## config.mk

```make
export PLATFORM = sky130hd
export DESIGN_NAME = bcd_frame_host
export DESIGN_NICKNAME = d
export VERILOG_FILES = /design/src/rtl/bcd_frame_host.sv
export SDC_FILE = /design/constraint.sdc
export NUM_CORES = 1
export LEC_CHECK = 0
export ABC_AREA = 1
export BUFFER_PORTS_ARGS = -buffer_cell sky130_fd_sc_hd__buf_2
export CORE_UTILIZATION = 30
export CTS_CLUSTER_DIAMETER = 150
export CTS_CLUSTER_SIZE = 14
export DETAILED_ROUTE_END_ITERATION = 8
export HOLD_SLACK_MARGIN = 0.08
export SYNTH_ARGS = -nofsm -noshare
export SYNTH_HDL_FRONTEND = slang
export SYNTH_SLANG_ARGS = --single-unit
```

## constraint.sdc

```tcl
create_clock -name clock -period 2.8 [get_ports clock]
set_input_delay 0.14 -clock clock [delete_from_list [all_inputs] [get_ports clock]]
set_output_delay 0.14 -clock clock [all_outputs]
set_load 0.1 [all_outputs]
```

## src/rtl/bcd_frame_host.sv

```systemverilog
// Host-side framer for a serial BCD calculator. It sends one
// {sync, op, A, B} frame MSB first, hunts for the result header on din,
// then captures a 20-bit (5-digit) BCD result.
module bcd_frame_host #(
  parameter logic [7:0]  START_PATTERN = 8'h5A,
  parameter logic [7:0]  RESULT_HEADER = 8'h96,
  parameter int unsigned TIMEOUT       = 64
) (
  input  logic        clock,
  input  logic        reset,
  input  logic        start,
  input  logic        add_sub,
  input  logic [15:0] a,
  input  logic [15:0] b,
  output logic        dout,
  input  logic        din,
  output logic        busy,
  output logic [19:0] result,
  output logic        done,
  output logic        timeout_err
);

  localparam int unsigned FRAME_W = 41;
  localparam int unsigned SEND_CW = 6;
  localparam int unsigned RES_W   = 20;
  localparam int unsigned CAP_CW  = 5;
  localparam int unsigned HDR_W   = 8;
  localparam int unsigned HUNT_CW = (TIMEOUT > 1) ? $clog2(TIMEOUT) : 1;

  typedef enum logic [1:0] {
    ST_IDLE,
    ST_SEND,
    ST_HUNT,
    ST_CAPTURE
  } state_e;

  state_e               state_q, state_d;
  logic [FRAME_W-1:0]   frame_q, frame_d;
  logic [SEND_CW-1:0]   send_cnt_q, send_cnt_d;
  // Seven bits of header history; the eighth bit is the live din.
  logic [HDR_W-2:0]     rx_q, rx_d;
  logic [HUNT_CW-1:0]   hunt_cnt_q, hunt_cnt_d;
  // Partial result; the final bit goes straight from din to result.
  logic [RES_W-2:0]     cap_q, cap_d;
  logic [CAP_CW-1:0]    cap_cnt_q, cap_cnt_d;
  logic                 dout_q, dout_d;
  logic                 busy_q, busy_d;
  logic [RES_W-1:0]     result_q, result_d;
  logic                 done_q, done_d;
  logic                 timeout_q, timeout_d;

  logic [FRAME_W-1:0]   frame_load;
  logic [HDR_W-1:0]     rx_next;
  logic [RES_W-1:0]     cap_next;

  assign frame_load = {START_PATTERN, add_sub, a, b};
  assign rx_next    = {rx_q, din};
  assign cap_next   = {cap_q, din};

  // Next-state and registered-output logic for the frame/hunt/capture sequence.
  always_comb begin
    state_d    = state_q;
    frame_d    = frame_q;
    send_cnt_d = send_cnt_q;
    rx_d       = rx_q;
    hunt_cnt_d = hunt_cnt_q;
    cap_d      = cap_q;
    cap_cnt_d  = cap_cnt_q;
    result_d   = result_q;
    dout_d     = 1'b0;
    done_d     = 1'b0;
    timeout_d  = 1'b0;

    unique case (state_q)
      ST_IDLE: begin
        if (start) begin
          // First frame bit goes out in the very next cycle.
          dout_d     = frame_load[FRAME_W-1];
          frame_d    = {frame_load[FRAME_W-2:0], 1'b0};
          send_cnt_d = '0;
          state_d    = ST_SEND;
        end
      end

      ST_SEND: begin
        if (send_cnt_q == SEND_CW'(FRAME_W - 1)) begin
          rx_d       = '0;
          hunt_cnt_d = '0;
          state_d    = ST_HUNT;
        end else begin
          dout_d     = frame_q[FRAME_W-1];
          frame_d    = {frame_q[FRAME_W-2:0], 1'b0};
          send_cnt_d = send_cnt_q + SEND_CW'(1);
        end
      end

      ST_HUNT: begin
        rx_d = rx_next[HDR_W-2:0];
        if (rx_next == RESULT_HEADER) begin
          cap_d     = '0;
          cap_cnt_d = '0;
          state_d   = ST_CAPTURE;
        end else if (hunt_cnt_q == HUNT_CW'(TIMEOUT - 1)) begin
          timeout_d = 1'b1;
          state_d   = ST_IDLE;
        end else begin
          hunt_cnt_d = hunt_cnt_q + HUNT_CW'(1);
        end
      end

      ST_CAPTURE: begin
        cap_d = cap_next[RES_W-2:0];
        if (cap_cnt_q == CAP_CW'(RES_W - 1)) begin
          result_d = cap_next;
          done_d   = 1'b1;
          state_d  = ST_IDLE;
        end else begin
          cap_cnt_d = cap_cnt_q + CAP_CW'(1);
        end
      end

      default: state_d = ST_IDLE;
    endcase

    busy_d = (state_d != ST_IDLE);
  end

  // State and datapath registers with asynchronous active-low clear.
  always_ff @(posedge clock or negedge reset) begin
    if (!reset) begin
      state_q    <= ST_IDLE;
      frame_q    <= '0;
      send_cnt_q <= '0;
      rx_q       <= '0;
      hunt_cnt_q <= '0;
      cap_q      <= '0;
      cap_cnt_q  <= '0;
      result_q   <= '0;
      dout_q     <= 1'b0;
      busy_q     <= 1'b0;
      done_q     <= 1'b0;
      timeout_q  <= 1'b0;
    end else begin
      state_q    <= state_d;
      frame_q    <= frame_d;
      send_cnt_q <= send_cnt_d;
      rx_q       <= rx_d;
      hunt_cnt_q <= hunt_cnt_d;
      cap_q      <= cap_d;
      cap_cnt_q  <= cap_cnt_d;
      result_q   <= result_d;
      dout_q     <= dout_d;
      busy_q     <= busy_d;
      done_q     <= done_d;
      timeout_q  <= timeout_d;
    end
  end

  assign dout        = dout_q;
  assign busy        = busy_q;
  assign result      = result_q;
  assign done        = done_q;
  assign timeout_err = timeout_q;

endmodule

```

# After elaboration in Yosys (flattened, before gate mapping)
# Cells that the tools add are included.
# totals
elab_cells,70
inputBits,37
output_inout_bits,24
register_bits,110
# classes
reduce_logical,11
n_eq_ne,14
n_mux,30
n_addsub,3
# ops
op,n
$mux 41,2
$pmux 41 s2,1
$pmux 19 s2,1
$mux 6,5
$pmux 6 s2,2
$mux 19,1
$ne 2x2->1 const B,7
$pmux 7 s2,1
$add 6x1->6 const B,2
$eq 6x6->1 const B,2
$mux 2,5
$mux 5,2
$pmux 5 s2,1
$eq 8x8->1 const B,1
$pmux 2 s4,1
$reduce_bool 2->1,4
$mux 1,7
$mux 7,1
$reduce_and 2->1,3
$reduce_and 3->1,2
$add 5x1->5 const B,1
$eq 5x5->1 const B,1
$eq 2x2->1 const B,2
$reduce_and 4->1,1
2 further kinds,2

# Longest topological paths before layout
# Gate-level depths: netlist of run 1.
# depth
ltp_word,5
depth_mapped,11
ltp_nobuf,9

# Least setup slack after synthesis of run 1
# Ideal clock, no wire load.
# synth_timing
path_kind,register -> register
from,reg send_cnt_q[0]
to,reg frame_q[10]
required_time_ps,2679
setup_time_ps,121
n_path_buf,2
period_less_slack_ps,1529
slack_ps,1271
stages_incl_launch_ff,12
arrival_ps,1408
cell_sequence,dfrtp_1 > inv_1 > ha_1 > nand3_1 > nor2_4 > nor2_8 > inv_4 > nand2_2 > buf_6 > buf_4 > nand2_1 > o21ai_1
# synth_between
elab_chain_cells,3
# synth_rtl
element,line,rtl
"start, declared",39,"logic [SEND_CW-1:0] send_cnt_q, send_cnt_d;"
"start signal, assigned",146,send_cnt_q <= send_cnt_d;
$eq 6x6->1,86,if (send_cnt_q == SEND_CW'(FRAME_W - 1)) begin
$ne 2x2->1 (no source line),n/a,
$reduce_and 3->1 (no source line),n/a,
"end signal, assigned",145,frame_q <= frame_d;
"end, declared",38,"logic [FRAME_W-1:0] frame_q, frame_d;"
# Every way passes these cells.
# A chain may end at the register's enable or synchronous reset.

# Worst setup path after layout of run 1
# layout_timing
from,reg cap_cnt_q[0]
to,reg result_q[6] (netlist: result[6])
# layout_between
elab_chain_cells,2
# layout_rtl
element,line,rtl
"start, declared",45,"logic [CAP_CW-1:0] cap_cnt_q, cap_cnt_d;"
"start signal, assigned",150,cap_cnt_q <= cap_cnt_d;
$eq 5x5->1,113,if (cap_cnt_q == CAP_CW'(RES_W - 1)) begin
$reduce_and 2->1 (no source line),n/a,
"end signal, assigned",151,result_q <= result_d;
"end, declared",48,"logic [RES_W-1:0] result_q, result_d;"
# Every way passes these cells.

==> metrics.csv, run 1 <==
metric;value;unit
port_buffers;60;
post_synth_xor_area_fraction;1.47;%
crit_path_arrival_time;2070;ps
final-setup-viol-count;0;
peakVddDrop;0.787;mV
mostFrequentLayoutCell;sky130_fd_sc_hd__nand2_1;
nNetsFinal;635;
num_vias;3623;
layout_min_cycle_time;1850;ps
synth_compound_gate_area_share;14.6;%
synthMuxAreaShare;0;%
clk_pin_slew_worst_paths;70;ps
via_per_inst;4.48;
max_freq;541;MHz
multi_input_combinational_cell_area;0.00157;mm^2
synth.cell_area;0.00476;mm^2
n_fill_cell;1582;
gr-usage-all-layers;12.2;%
route.final.wire_length;9.20;mm
timing_worst_slew_pin_value;633;ps
grt_setup_unrepaired;no;
htree_num_levels;3;
finish.utilization;36.1;%
fraction_of_layout_cells_with_a_size_suffix_above_1;14.9;%
critPathLaunchType;register;
grt_antenna_before_repair;0;
post_cts.repair.setup_buffers;0;
via_count_of_the_first_global_routing_pass;3531;
total_number_of_clock_tree_sinks;109;
worstPathRequired;3020;ps
drv.max_cap_violation_count;0;
cts_tree;yes;
initial_core_util;31.1;%
worstSetupEndpointType;register;
main_combinational_cell_family_by_area_after_synthesis;simple AND/OR/NAND/NOR gates;
setup.reg_to_reg.worst_slack;950;ps
initial_drt_markers;233;
clk_path_buf_depth;2;
synth-adder-area-share;1.05;%
power_per_cell_area;1060;mW/mm^2
synth_seq_cells;109;
worstReg2RegStart;cap_cnt_q[0];
max_slew_headroom;57.8;%
core_region_area;0.0153;mm^2
ff2ff_path_depth;7;
clock_skew;6.99;ps
placementRows;45;
post-dp-hpwl;6.12;mm
setup.worst_path.end;result[6];
run_status;finished, final reports clean;
timing.final.crit_share;66.0;%
criticalPathCategory;reg2reg;
layout.cells.most_common_list;138 x sky130_fd_sc_hd__nand2_1, 109 x sky130_fd_sc_hd__dfrtp_1, 81 x sky130_fd_sc_hd__inv_1;
avgRoutedWirePerCell;11.4;um
grt_max_degree;68;
num_antenna_cells;0;
drc;0;
mappedNetlistNets;580;
grt_first_pass_wirelength;16.3;mm
totalNegativeSetupSlack;0;ps
place.gp.congestion;0.747;
worst-path-max-fanout;22;
power.static_leakage;2.73;nW
hold_viol;0;
synthesis.yosys.warnings;0;
layout-area-overhead-vs-synth;16.3;%
clock_tree.root_cell;sky130_fd_sc_hd__clkbuf_16;
synth-simple-area-share;15.9;%
die_w;128;um
endpoint_of_the_worst_register_to_register_path;result[6];
synth_sequential_area_ratio;57.3;%
worstSkewPairLatency;340;ps
worstSetupStartpoint;cap_cnt_q[0];
timing.hold.worst.class;in2reg;
final-seq-area;0.00273;mm^2
die-area;0.0164;mm^2
die_h;128;um
syn-mean-instance-area;8.83;um^2
num_io_pins;61;
post_synth_inst_count;539;
netlist-cell-type-count;28;
drt_first_pass_iters;4;
final_slew_violations;0;
numCtsBuffers;9;
drt.antenna.violating_nets;0;
gr_overflow_total;0;
[critical path, cell delays in order, from the launching register on]
cell and delay [ps]:
sky130_fd_sc_hd__dfrtp_1 390, sky130_fd_sc_hd__ha_1 220, sky130_fd_sc_hd__nand2_1 70, sky130_fd_sc_hd__nor3_1 190, sky130_fd_sc_hd__nand2_1 380, sky130_fd_sc_hd__buf_4 340, sky130_fd_sc_hd__nand2_1 70, sky130_fd_sc_hd__o21ai_0 80
[layout make-up]
cell class | count | area share [%]
Clock inverter | 1 | 0.136
Sequential cell | 109 | 49.3
Multi-Input combinational cell | 322 | 28.4
Tap cell | 211 | 4.77
Clock buffer | 14 | 4.59
Timing Repair Buffer | 67 | 6.97
Inverter | 85 | 5.81
[cells by family (layout without fill, tap and decap cells)]
kind of cell,count (synthesis),after routing
fa+ha+maj,4,4
simple gates,181,181
xor+xnor,8,8
compound gates,129,129
flops,109,109
buf+inv,108,167
[through the flow]
| stage | total power, mW | instances | area (um^2) | hold WS (ps) | setup WS [ps] |
|---|---|---|---|---|---|
| finish | 5.84 | 809 | 5530 | 125 | 952 |
| CTS | 5.93 | 809 | 5530 | 111 | 931 |
| global placement | 4.67 | 792 | 5250 | 201 | 1010 |
| global route | 6.26 | 809 | 5530 | 150 | 697 |
| floorplan | 4.29 | 539 | 4760 | -156 | 1270 |
| detailed placement | 4.73 | 792 | 5250 | 214 | 948 |
[sequential cells by signal, indices dropped and copies added (netlist names), 2 cells and up]
register / flops
hunt_cnt_q: 6
state_q: 2
rx_q: 7
result: 20
send_cnt_q: 6
cap_q: 19
cap_cnt_q: 5
frame_q: 40
[Yosys cell counts]
cell	number	area, um^2
sky130_fd_sc_hd__dfrtp_1	109	2730
sky130_fd_sc_hd__xor2_1	6	52.6
sky130_fd_sc_hd__nor3_1	1	5.00
sky130_fd_sc_hd__nor2_4	2	22.5
sky130_fd_sc_hd__a21oi_1	3	15.0
sky130_fd_sc_hd__inv_4	1	6.26
sky130_fd_sc_hd__buf_2	5	25.0
sky130_fd_sc_hd__o22ai_1	29	181
sky130_fd_sc_hd__buf_4	4	30.0
sky130_fd_sc_hd__nor2_2	2	12.5
sky130_fd_sc_hd__nand2_2	3	18.8
sky130_fd_sc_hd__inv_1	81	304
sky130_fd_sc_hd__o21bai_1	1	7.51
sky130_fd_sc_hd__inv_2	3	11.3
sky130_fd_sc_hd__a22oi_1	4	30.0
sky130_fd_sc_hd__nand4_1	1	6.26
sky130_fd_sc_hd__buf_6	4	45.0
sky130_fd_sc_hd__xnor2_1	2	17.5
sky130_fd_sc_hd__o21ai_1	29	145
sky130_fd_sc_hd__nand3_1	18	90.1
sky130_fd_sc_hd__o21ai_0	63	315
sky130_fd_sc_hd__or2_2	1	6.26
sky130_fd_sc_hd__ha_1	4	50.1
sky130_fd_sc_hd__nor2_8	1	20.0
sky130_fd_sc_hd__clkbuf_1	10	37.5
sky130_fd_sc_hd__nor2_1	13	48.8
sky130_fd_sc_hd__nand2_1	138	518
sky130_fd_sc_hd__nor3b_1	1	7.51
[how the worst min path moves through the flow]
stage / start / end / slack, ps / cells after the start
after CTS: b[11] / frame_q[12] / 110 / 5
after global routing: a[10] / frame_q[27] / 150 / 5
after detailed placement: reset / frame_q[15] / 210 / 1
after global placement: reset / frame_q[15] / 200 / 1
after floorplan: reset / busy / -160 / 0
final: b[11] / frame_q[12] / 120 / 5
[report_power, final]
part	switching (mW)	internal (mW)	total, mW
Clock	0.534	0.625	1.16
Sequential	0.205	2.12	2.32
Combinational	1.80	0.558	2.36
[layer usage]
layer,track usage [%],vias to the layer above,part of all wire [%]
li1,-,1822,-
met2,19.2,78,45
met4,4.50,0,1.4
met1,16.4,1708,49
met3,2.92,15,4.3
met5,0,-,0
[what timing repair did]
item                      4_1_cts  5_1_grt
hold endpoints to repair       49        0
hold buffers                    2        0
resized for setup               0        0
No activity file was read; power rests on OpenSTA's default activity.
==> inputs of run 2 (changes only) <==
==> constraint.sdc (replaced) <==
create_clock -name clock -period 1.9 [get_ports clock]
set_input_delay 0.095 -clock clock [delete_from_list [all_inputs] [get_ports clock]]
set_output_delay 0.095 -clock clock [all_outputs]
set_load 0.1 [all_outputs]
==> run 2 against run 1 <==
  * Design area up 3.4%
  * Combinational power is 49% higher
  * Utilization increased by 1.2 points
  * Largest power group unchanged
==> metrics.csv, run 2 (same netlist as run 1, synthesis figures left out) <==
metric;value;unit
post-dp-hpwl;6.10;mm
post_cts.repair.setup_buffers;0;
gr-usage-all-layers;11.9;%
clk_path_buf_depth;2;
initial_drt_markers;256;
drv.max_cap_violation_count;0;
timing_worst_slew_pin_value;630;ps
run_status;finished, final reports clean;
clock_skew;6.26;ps
cts_tree;yes;
grt_max_degree;110;
peakVddDrop;1.20;mV
total_number_of_clock_tree_sinks;109;
dpl_cell_area;0.00528;mm^2
criticalPathCategory;reg2reg;
die_w;128;um
nNetsFinal;648;
fraction_of_layout_cells_with_a_size_suffix_above_1;16.0;%
final_slew_violations;0;
worstPathBufferInverterCount;3;
power_per_cell_area;1550;mW/mm^2
critPathLaunchType;register;
die-area;0.0164;mm^2
max_slew_headroom;58.0;%
via_count_of_the_first_global_routing_pass;3507;
drt_first_pass_iters;4;
num_antenna_cells;0;
hold_viol;0;
worstSetupEndpointType;register;
numCtsBuffers;9;
finish.utilization;37.3;%
power.static_leakage;2.81;nW
grt_first_pass_wirelength;15.7;mm
layout_cell_area_excl_fill;0.00572;mm^2
via_per_inst;4.40;
clk_pin_slew_worst_paths;70;ps
clock_tree.root_cell;sky130_fd_sc_hd__clkbuf_16;
die_h;128;um
worstPathRequired;2170;ps
largest_register_ff_count;40;
drc;0;
layout_min_cycle_time;1670;ps
avgRoutedWirePerCell;11.3;um
num_io_pins;61;
layout-area-overhead-vs-synth;20.2;%
num_vias;3620;
placementRows;45;
critical_path.top_delay_family;simple AND/OR/NAND/NOR gates;
totalNegativeSetupSlack;0;ps
timing.critical_path.slowest_cell_delay;410;ps
grt_setup_unrepaired;no;
top_register;frame_q;
max_freq;598;MHz
layout.cells.most_common_list;138 x sky130_fd_sc_hd__nand2_1, 109 x sky130_fd_sc_hd__dfrtp_1, 81 x sky130_fd_sc_hd__inv_1;
initial_core_util;31.1;%
port_buffers;60;
grt_antenna_before_repair;0;
timing.final.crit_share;88.1;%
drt.antenna.violating_nets;0;
gr_overflow_total;0;
place.gp.congestion;0.774;
route.final.wire_length;9.30;mm
core_region_area;0.0153;mm^2
crit_path_cell_trace;inv_1 > ha_1 > nand3_1 > nor2_4 > nor2_8 > inv_4 > nand2_2 > buf_4 > nand2_1 > o21ai_1;
htree_num_levels;3;
slowest_stage;sky130_fd_sc_hd__dfrtp_1;
worst-path-max-fanout;26;
final-setup-viol-count;0;
mostFrequentLayoutCell;sky130_fd_sc_hd__nand2_1;
timing.hold.worst.class;in2reg;
crit_path_arrival_time;1940;ps
worstSkewPairLatency;340;ps
[run 2: changes by cell type in the layout (fill, tap and decap cells not counted)]
| cell | before | now |
|---|---|---|
| sky130_fd_sc_hd__clkinvlp_4 | 1 | 3 |
| sky130_fd_sc_hd__buf_12 | 2 | 3 |
| sky130_fd_sc_hd__clkbuf_1 | 4 | 0 |
| sky130_fd_sc_hd__buf_4 | 4 | 6 |
| sky130_fd_sc_hd__nand3_1 | 18 | 17 |
| sky130_fd_sc_hd__inv_8 | 0 | 2 |
| sky130_fd_sc_hd__clkbuf_8 | 1 | 0 |
| sky130_fd_sc_hd__nand3_2 | 0 | 1 |
| sky130_fd_sc_hd__clkinv_4 | 0 | 1 |
| sky130_fd_sc_hd__dlygate4sd3_1 | 2 | 12 |
| sky130_fd_sc_hd__bufinv_16 | 0 | 1 |
[run 2: final cells by class]
cell class                 instances  area (um^2)
clock inverter                     7         83.8
clock buffer                       9          225
inverter                          85          322
timing repair buffer              80          520
tap                              211          264
sequential                       109         2730
multi-input combinational        322         1580
fill                            1587         9600
[run 2: metrics by stage]
step / power, mW / setup slack, ps / hold slack [ps] / instances
4_1_cts: 8.98 / 155 / 80.3 / 823
2_1_floorplan: 6.32 / 371 / -201 / 539
3_3_place_gp: 6.90 / 252 / 212 / 795
5_1_grt: 9.45 / 51.4 / 99.8 / 823
6_report: 8.86 / 227 / 85.3 / 823
3_5_place_dp: 6.99 / 177 / 230 / 795
[run 2: path summary, 6_finish.rpt]
| check | start | depth (start not counted) | slack, ps | end |
|---|---|---|---|---|
| min in group asynchronous | reset | 3 | 310 | frame_q[16] |
| max reg2reg | send_cnt_q[0] | 10 | 230 | frame_q[32] |
| max | send_cnt_q[0] | 10 | 230 | frame_q[32] |
| min | b[9] | 5 | 90 | frame_q[10] |
| min reg2reg | result[11] | 2 | 490 | result[11] |
| max in group asynchronous | reset | 3 | 1050 | cap_cnt_q[0] |
[run 2: repair_timing]
action                     CTS  global route
hold endpoints to repair   120             0
hold buffers                12             0
setup endpoints to repair    0             1
resized for setup            0             1
[run 2: tightest hold or removal path, delay by kind of cell]
kind                   cells  cell delay [ps]
and+or+nand+nor            2               90
AOI/OAI and AO/OA          2              130
buffers and inverters      1               70
[run 2: power by group]
part	leakage (nW)	switching [mW]	internal, mW	total [mW]
clock network	0.142	0.874	1.04	1.92
registers	1.28	0.298	3.12	3.42
logic	1.39	2.67	0.855	3.52
total	2.81	3.84	5.02	8.86
[run 2: per-layer routing]
metal  GRT usage, %  routed length [um]  vias to the layer above  share of wire, %
met5              0                   0                        -                 0
met3           3.13                 381                        7               4.1
met2           20.1                4300                       76                46
li1               -                   -                     1849                 -
met4           2.91                  72                        0              0.77
met1           15.1                4550                     1688                49
